## src/rtl/riscv_pkg.sv

```systemverilog
// Shared fetch-stage definitions: fetch FSM state encoding and the NOP word used for IF/ID flushes.
package riscv_pkg;

  localparam logic [31:0] NOP_INSTR = 32'h0000_0013;

  typedef enum logic [1:0] {
    S_BOOT  = 2'd0,
    S_FETCH = 2'd1,
    S_DRAIN = 2'd2
  } state_t;

endpackage

```

## src/rtl/fetch_ctrl_hazard_detect.sv

```systemverilog
// Load-use comparator: flags a load in EX whose destination feeds ID. Purely combinational.
module hazard_detect (
  input  logic       mem_read,
  input  logic [4:0] rd,
  input  logic [4:0] rs1,
  input  logic [4:0] rs2,
  output logic       load_use
);

  // x0 is hardwired to zero, so a load targeting it never creates a hazard.
  assign load_use = mem_read && (rd != 5'd0) && ((rd == rs1) || (rd == rs2));

endmodule

```

## src/rtl/fetch_ctrl.sv

```systemverilog
// IF-stage sequencer: arbitrates branch redirect, load-use stall and imem wait states.
// Outputs are Mealy (zero-cycle stall latency); the PC is frozen while an imem request is outstanding.
module fetch_ctrl
  import riscv_pkg::*;
#(
  parameter int XLEN  = 32,
  parameter int CNT_W = 16
) (
  input  logic             clk,
  input  logic             reset,
  input  logic             branch_taken,
  input  logic [XLEN-1:0]  pc_branch,
  input  logic             id_ex_mem_read,
  input  logic [4:0]       id_ex_rd,
  input  logic [4:0]       if_id_rs1,
  input  logic [4:0]       if_id_rs2,
  input  logic             imem_ready,
  output logic             imem_req,
  output logic             pc_write,
  output logic             pc_sel,
  output logic [XLEN-1:0]  pc_target,
  output logic             if_id_write,
  output logic             if_id_flush,
  output logic             id_ex_flush,
  output logic [CNT_W-1:0] stall_cycles
);

  state_t          state;
  logic [XLEN-1:0] redirect_pc;
  logic            load_use;

  hazard_detect u_hazard_detect (
    .mem_read (id_ex_mem_read),
    .rd       (id_ex_rd),
    .rs1      (if_id_rs1),
    .rs2      (if_id_rs2),
    .load_use (load_use)
  );

  always_comb begin
    imem_req    = 1'b0;
    pc_write    = 1'b0;
    pc_sel      = 1'b0;
    pc_target   = '0;
    if_id_write = 1'b0;
    if_id_flush = 1'b0;
    id_ex_flush = 1'b0;
    if (!reset) begin
      case (state)
        S_BOOT: pc_target = pc_branch;
        S_FETCH: begin
          imem_req  = 1'b1;
          pc_target = pc_branch;
          if (branch_taken) begin
            if_id_write = 1'b1;
            if_id_flush = 1'b1;
            id_ex_flush = 1'b1;
            // Without a ready word the redirect is deferred to S_DRAIN.
            if (imem_ready) begin
              pc_write = 1'b1;
              pc_sel   = 1'b1;
            end
          end else if (load_use) begin
            id_ex_flush = 1'b1;
          end else if (!imem_ready) begin
            if_id_write = 1'b1;
            if_id_flush = 1'b1;
          end else begin
            pc_write    = 1'b1;
            if_id_write = 1'b1;
          end
        end
        S_DRAIN: begin
          imem_req    = 1'b1;
          pc_target   = redirect_pc;
          if_id_write = 1'b1;
          if_id_flush = 1'b1;
          if (imem_ready) begin
            pc_write = 1'b1;
            pc_sel   = 1'b1;
          end
        end
        default: ;
      endcase
    end
  end

  always_ff @(posedge clk) begin
    if (reset) begin
      state        <= S_BOOT;
      redirect_pc  <= '0;
      stall_cycles <= '0;
    end else begin
      case (state)
        S_BOOT:  state <= S_FETCH;
        S_FETCH: begin
          if (branch_taken && !imem_ready) begin
            redirect_pc <= pc_branch;
            state       <= S_DRAIN;
          end
        end
        S_DRAIN: if (imem_ready) state <= S_FETCH;
        default: state <= S_BOOT;
      endcase
      if (!pc_write && state != S_BOOT && stall_cycles != {CNT_W{1'b1}})
        stall_cycles <= stall_cycles + CNT_W'(1);
    end
  end

endmodule

```

## config.mk

```make
export PLATFORM = sky130hd
export DESIGN_NAME = fetch_ctrl
export DESIGN_NICKNAME = d
export VERILOG_FILES = /design/src/rtl/riscv_pkg.sv /design/src/rtl/fetch_ctrl_hazard_detect.sv /design/src/rtl/fetch_ctrl.sv
export SDC_FILE = /design/constraint.sdc
export NUM_CORES = 1
export LEC_CHECK = 0
export CAP_MARGIN = 20
export CORE_ASPECT_RATIO = 0.7
export CORE_MARGIN = 8
export CORE_UTILIZATION = 40
export DETAILED_ROUTE_END_ITERATION = 6
export PLACE_DENSITY = 0.78
export SLEW_MARGIN = 20
export SYNTH_ARGS = -nofsm -noshare
export SYNTH_HDL_FRONTEND = slang
export SYNTH_SLANG_ARGS = --single-unit
```

## constraint.sdc

```tcl
create_clock -name clk -period 2.4 [get_ports clk]
set_input_delay 0.24 -clock clk [delete_from_list [all_inputs] [get_ports clk]]
set_output_delay 0.24 -clock clk [all_outputs]
set_load 0.01 [all_outputs]
```

After elaboration in Yosys (flattened, before gate mapping)
Index checks and enable logic that the tools add are counted.
{"block": "totals", "output_inout_bits": 54, "inputBits": 52, "reg_bits": 50, "wordCells": 54}
{"block": "classes", "mux": 28, "reduce_logical": 15, "add_sub_neg": 1, "eq_ne": 7}
{"operator": "32-bit one-hot mux with 2 select lines", "count": 1}
{"operator": "32-bit two-way mux", "count": 1}
{"operator": "1-bit two-way mux", "count": 19}
{"operator": "16-bit by 1-bit adder with 16-bit output (second input constant)", "count": 1}
{"operator": "16-bit != test (second input constant)", "count": 1}
{"operator": "5-bit equality test", "count": 2}
{"operator": "1-bit one-hot mux with 2 select lines", "count": 4}
{"operator": "2-bit one-hot mux with 3 select lines", "count": 1}
{"operator": "1-bit logical AND", "count": 5}
{"operator": "5-bit nonzero test", "count": 1}
{"operator": "2-bit two-way mux", "count": 2}
{"operator": "2-bit != test (second input constant)", "count": 2}
{"operator": "2-bit AND reduction", "count": 2}
{"operator": "2-bit OR reduction", "count": 2}
{"operator": "2-bit by 1-bit equality test with 1-bit output (second input constant)", "count": 1}
{"operator": "2-bit equality test (second input constant)", "count": 1}
{"operator": "1-bit logical NOT", "count": 2}
{"operator": "2-bit logical NOT", "count": 1}
{"operator": "2-bit nonzero test", "count": 1}
{"operator": "1-bit logical OR", "count": 1}

Longest topological paths before layout
{"block": "logic_depth", "word_depth": 10, "ltp_mapped": 11, "ltp_nobuf": 8}

Modules after synthesis
From an unflattened synthesis, not the netlist that was laid out.
{"block": "hier_totals", "hier_cells": 362, "area_unflattened_um2": 2716.4}
{"mod": "fetch_ctrl", "area_each_um2": 2591.2, "cells_each": 345, "instances": 1, "seq_area_each_um2": 1001.0}
{"mod": "hazard_detect", "area_each_um2": 125.1, "cells_each": 17, "instances": 1, "seq_area_each_um2": 0.0}

Worst setup path after synthesis
No wires, ideal clock.
{"block": "synth_timing", "path_type": "register to register", "start": "register state[1]", "end": "register stall_cycles[5]", "setup_ns": 0.121, "synth_period_minus_slack_ns": 2.279, "n_path_buf": 2, "required_time_ns": 2.279, "stages_incl_launch_ff": 11, "t_arrival_ns": 2.158, "slack_ns": 0.121, "path_cell_list": "dfxtp_1 -> inv_1 -> clkbuf_1 -> ha_1 -> nor2b_1 -> a21oi_1 -> nor2_1 -> o31a_4 -> buf_6 -> nor3_1 -> mux2_2"}
{"block": "synth_between", "elab_chain_cells": 6, "word_cells_on_any_way": 8, "cone_classes": "2 x eq/ne; 2 x mux; 4 x reduce/logical"}
{"item": "start, declared", "line_no": "fetch_ctrl.sv:28", "text": "state_t state;"}
{"item": "start signal, assigned", "line_no": "fetch_ctrl.sv:90", "text": "state <= S_BOOT;"}
{"item": "start signal, assigned", "line_no": "fetch_ctrl.sv:95", "text": "S_BOOT: state <= S_FETCH;"}
{"item": "start signal, assigned", "line_no": "fetch_ctrl.sv:99", "text": "state <= S_DRAIN;"}
{"item": "2-bit equality test or 2-bit by 1-bit equality test with 1-bit output (tied branches)", "line_no": "fetch_ctrl.sv:49", "text": "case (state)"}
{"item": "1-bit one-hot mux with 2 select lines", "line_no": "fetch_ctrl.sv:49"}
{"item": "1-bit two-way mux", "line_no": "fetch_ctrl.sv:48", "text": "if (!reset) begin"}
{"item": "1-bit logical NOT", "line_no": "fetch_ctrl.sv:105", "text": "if (!pc_write && state != S_BOOT && stall_cycles != {CNT_W{1'b1}})"}
{"item": "1-bit logical AND (*) (2 in a row)", "line_no": "fetch_ctrl.sv:105"}
{"item": "end signal, assigned", "line_no": "fetch_ctrl.sv:106", "text": "stall_cycles <= stall_cycles + CNT_W'(1);"}
{"item": "end, declared", "line_no": "fetch_ctrl.sv:25", "text": "output logic [CNT_W-1:0] stall_cycles"}
Mark *: on every way between the ends. The rest lies on a longest branch, timed or not.
A chain may end at the register's enable or synchronous reset.

Worst setup path after layout
{"block": "layout_timing", "start": "input port id_ex_rd[0]", "end": "output port if_id_flush"}
{"block": "layout_between", "elab_chain_cells": 7, "word_cells_on_any_way": 10, "cone_classes": "2 x eq/ne; 4 x mux; 4 x reduce/logical"}
{"item": "start, declared", "line_no": "fetch_ctrl.sv:14", "text": "input logic [4:0] id_ex_rd,"}
{"item": "5-bit equality test or 5-bit nonzero test (tied branches)", "line_no": "fetch_ctrl_hazard_detect.sv:11", "text": "assign load_use = mem_read && (rd != 5'd0) && ((rd == rs1) || (rd == rs2));"}
{"item": "1-bit logical OR or 1-bit logical AND (tied branches)", "line_no": "fetch_ctrl_hazard_detect.sv:11"}
{"item": "1-bit logical AND (*)", "line_no": "fetch_ctrl_hazard_detect.sv:11"}
{"item": "1-bit two-way mux (*)", "line_no": "fetch_ctrl.sv:63", "text": "end else if (load_use) begin"}
{"item": "1-bit two-way mux (*)", "line_no": "fetch_ctrl.sv:54", "text": "if (branch_taken) begin"}
{"item": "1-bit one-hot mux with 2 select lines (*)", "line_no": "fetch_ctrl.sv:49"}
{"item": "1-bit two-way mux (*)", "line_no": "fetch_ctrl.sv:48"}
{"item": "end, declared", "line_no": "fetch_ctrl.sv:23", "text": "output logic if_id_flush,"}
Marks and branches as above.

==> results.txt <==
* Delay of the slowest critical-path stage: 0.57 ns
- Routability cong.: 0.9208
- The first detailed-routing pass ran for 5 iterations.
- In this run, synthesis produced a sequential element count of 50.
- STA classifies the critical path endpoint as an output pin.
- Required time of the worst setup path: 2.16 ns
- In this run the worst hold path is classified as in -> reg.
- Of the cells placed in the final design, the portion with a size suffix greater than 1 is 0.09072.
- Total congestion overflow: 0
* Portion of the clock cycle consumed by the worst path in the final layout: 0.9840
* Core outline area: 6663 um^2
- Via count of the first global-routing pass: 2946
- Measured on the finished design, the core utilization comes to 0.6079.
- The final layout contains routed wiring with a total length of 8667 um.
- Clock latency at the later pin of the worst-skew pair: 0.32 ns
* Via count of the routed design: 2953
- Floorplan die width: 114.3 um
* Total setup violations reported at the end of the flow: 0
- After clock tree synthesis, the setup repair step added 0 buffers.
- Across the run, the number of max-cap violations was 0.
* RSZ-0062 raised after global routing: true
- DIE HEIGHT: 84.79 um
- Final Skew: 0.01425 ns
- Antenna cell count: 0
- Number of cell instances on the worst register-to-register path: 7
- Timing would allow up to 423.5 MHz.
- In this design, the largest share of critical-path delay is due to simple AND/OR/NAND/NOR gates.
- Number of different library cells in the post-synthesis netlist: 33
- PortBufs: 105
- In this run, the number of DRC markers left after iteration 0 of detailed routing was 149.
* Final number of max-transition violations: 0
- Worst Setup Slack, final: 0.03849 ns
* Top-Level Pins: 106
- Initial antenna violation count: 0
* Avg Cell Area, Syn: 7.268 um^2
- Top library cells by usage in the layout, fill and taps aside: 99 x clkdlybuf4s50_1, 75 x nand2_1, 50 x dfxtp_1, 48 x nor2_1, 47 x a21oi_1
- Share of flip-flops with an asynchronous set or reset: 0
- First-pass GRT wire length: 14150 um
- Worst ir drop on vdd: 317.2 uV
* Min Clock Period, post-route: 2.362 ns
* Sinks on Clock Net: 50
* Number of levels in the clock H-tree: 2
- For this design the ratio of total power to cell area is 514.5 nW/um^2.
- On the critical path, the stage with the largest delay is an instance of or4_4.
- The hold violation total from the final report was 0.
* Most common library cell in the layout ignoring fill and taps: clkdlybuf4s50_1
* Hold path cells: 3
- Chain of cells forming the critical path: clkdlybuf4s50_1 -> or4_4 -> o21ai_4 -> nor2_2 -> or3_1 -> a21boi_1 -> buf_2
- Max FO, Critical Path: 3
- CTS tree: built
- Syn nets: 429
- Post-detailed-route count of antenna-violating nets: 0
- STA classifies the critical path startpoint as a primary input.
- The synthesized design contains 0 enable-type register cells.
- Clock-pin slew reported for the worst setup and hold paths after clock tree synthesis: 0.11 ns
- Half-perimeter wire length after detailed placement: 6360 um
* Via count normalized by instance count: 5.199
- Instance count of the mapped netlist: 372
- Sum Neg Setup Slack: 0 ns
* Sequential cell area fraction in the yosys report: 0.3702
- The final layout contains 530 nets.
- At the placement stage, the worst setup path has a slack of -0.4723 ns.
* Pin count of the biggest net entering global routing: 39
* Transition time at the pin with the least slew margin: 0.3724 ns
- Master cell of the clock root buffer: clkbuf_8
- Die outline area: 9688 um^2
* Data arrival time of the critical path: 2.12 ns
* Placement Rows: 25
- Static leakage: 1.440 nW
* Cts hold-fix bufs: 0
* Top FF cell, synth: dfxtp_1
- Layout overhead on the synthesized area: 49.79%
- In the routed design, unresolved DRC markers number 0.
- The run finished with clean final reports.
* Total number of yosys warnings: 0
- The worst pin sits at a relative slew slack of 0.7517.
* Final-layout worst hold slack: 0.4062 ns
- The critical path in this run is classified as in -> out.
- GRT Overall Usage: 0.1772
- Cell count along the critical path: 7
- CTS buffer count: 5
* Filler Cell Count: 613
- Clock tree buffer depth: 2
* Cell area after synthesis: 2704 um^2
* Initial standard-cell utilization of the core: 0.4058
- Together, buffers and inverters on the worst path number 2.
- Detail-routed net length per standard cell: 15.26 um
registers in the layout, summed over array words and instances (netlist names):
name and cells:
redirect_pc 32, stall_cycles 16, state 2
worst register-to-register path, cell delays in order, from the launching register on:
cell	delay [ns]
dfxtp_1	0.40
inv_1	0.10
ha_1	0.25
a21oi_1	0.20
nand2b_1	0.10
o31a_4	0.39
or4_1	0.50
a21oi_1	0.16
metrics by stage:
step	total power, mW	instances	instance area [um^2]
4_1_cts	2.094	568	3998
3_5_place_dp	1.467	560	3879
3_3_place_gp	1.455	560	3879
5_1_grt	2.200	568	4050
2_1_floorplan	1.194	372	2704
6_report	2.084	568	4050
report_power, final:
part / leakage, nW / switching [mW] / internal (mW)
Combinational: 0.976 / 0.278 / 0.291
Sequential: 0.405 / 0.0280 / 0.865
Clock: 0.0591 / 0.304 / 0.318
path summary, 6_finish.rpt:
| path | from | endpoint | slack [ns] |
|---|---|---|---|
| worst max register to register | state[1] | stall_cycles[12] | 0.25 |
| worst min-delay path | reset | redirect_pc[18] | 0.41 |
| worst max-delay path | id_ex_rd[0] | if_id_flush | 0.04 |
| worst min register to register | redirect_pc[2] | redirect_pc[2] | 0.46 |
cell families (layout without fill, tap and decap cells):
group / after synthesis / in the layout / synth area share
buffers and inverters: 32 / 134 / 0.04766
DFF: 50 / 50 / 0.3702
and+or+nand+nor: 173 / 173 / 0.2846
adders and majority gates: 5 / 5 / 0.02314
AOI/OAI and AO/OA: 96 / 96 / 0.2175
muxes: 6 / 6 / 0.02452
xor gates and xnor gates: 10 / 10 / 0.03239
cell usage after synthesis (4+ instances only):
cell type / number / area share
a21oi_1: 47 / 0.087
a22oi_1: 32 / 0.089
clkbuf_1: 23 / 0.032
dfxtp_1: 50 / 0.37
ha_1: 5 / 0.023
inv_1: 6 / 0.0083
mux2_2: 4 / 0.017
nand2_1: 75 / 0.10
nand2b_1: 5 / 0.012
nand3_1: 7 / 0.013
nor2_1: 49 / 0.068
nor2b_1: 8 / 0.019
nor3_1: 6 / 0.011
o21ai_0: 9 / 0.017
o31ai_1: 4 / 0.011
or3_1: 8 / 0.019
or4_1: 5 / 0.014
xor2_1: 10 / 0.032
timing repair:
action,CTS,global route
gates resized for setup,15,12
endpoints found under the setup margin,17,18
pin swaps,1,3
endpoints found under the hold margin,0,0
final cells by class:
cell class              instances  area [um^2]  share of cell area
inverters                       6        22.52            0.005561
clock inverters                 3        47.55             0.01174
multi-input cells             290         1632              0.4028
flip-flops and latches         50         1001              0.2471
well taps                      94        117.6             0.02904
repair buffers                120         1161              0.2867
clock buffers                   5        68.82             0.01699
per-layer routing:
layer | global-route usage | routed length [um] | share of wire
met1 | 0.2152 | 3824 | 0.44
met2 | 0.2853 | 3995 | 0.46
met3 | 0.05301 | 691 | 0.080
met4 | 0.07220 | 156 | 0.018
met5 | 0 | 0 | 0
No activity file was read; power rests on OpenSTA's default activity.
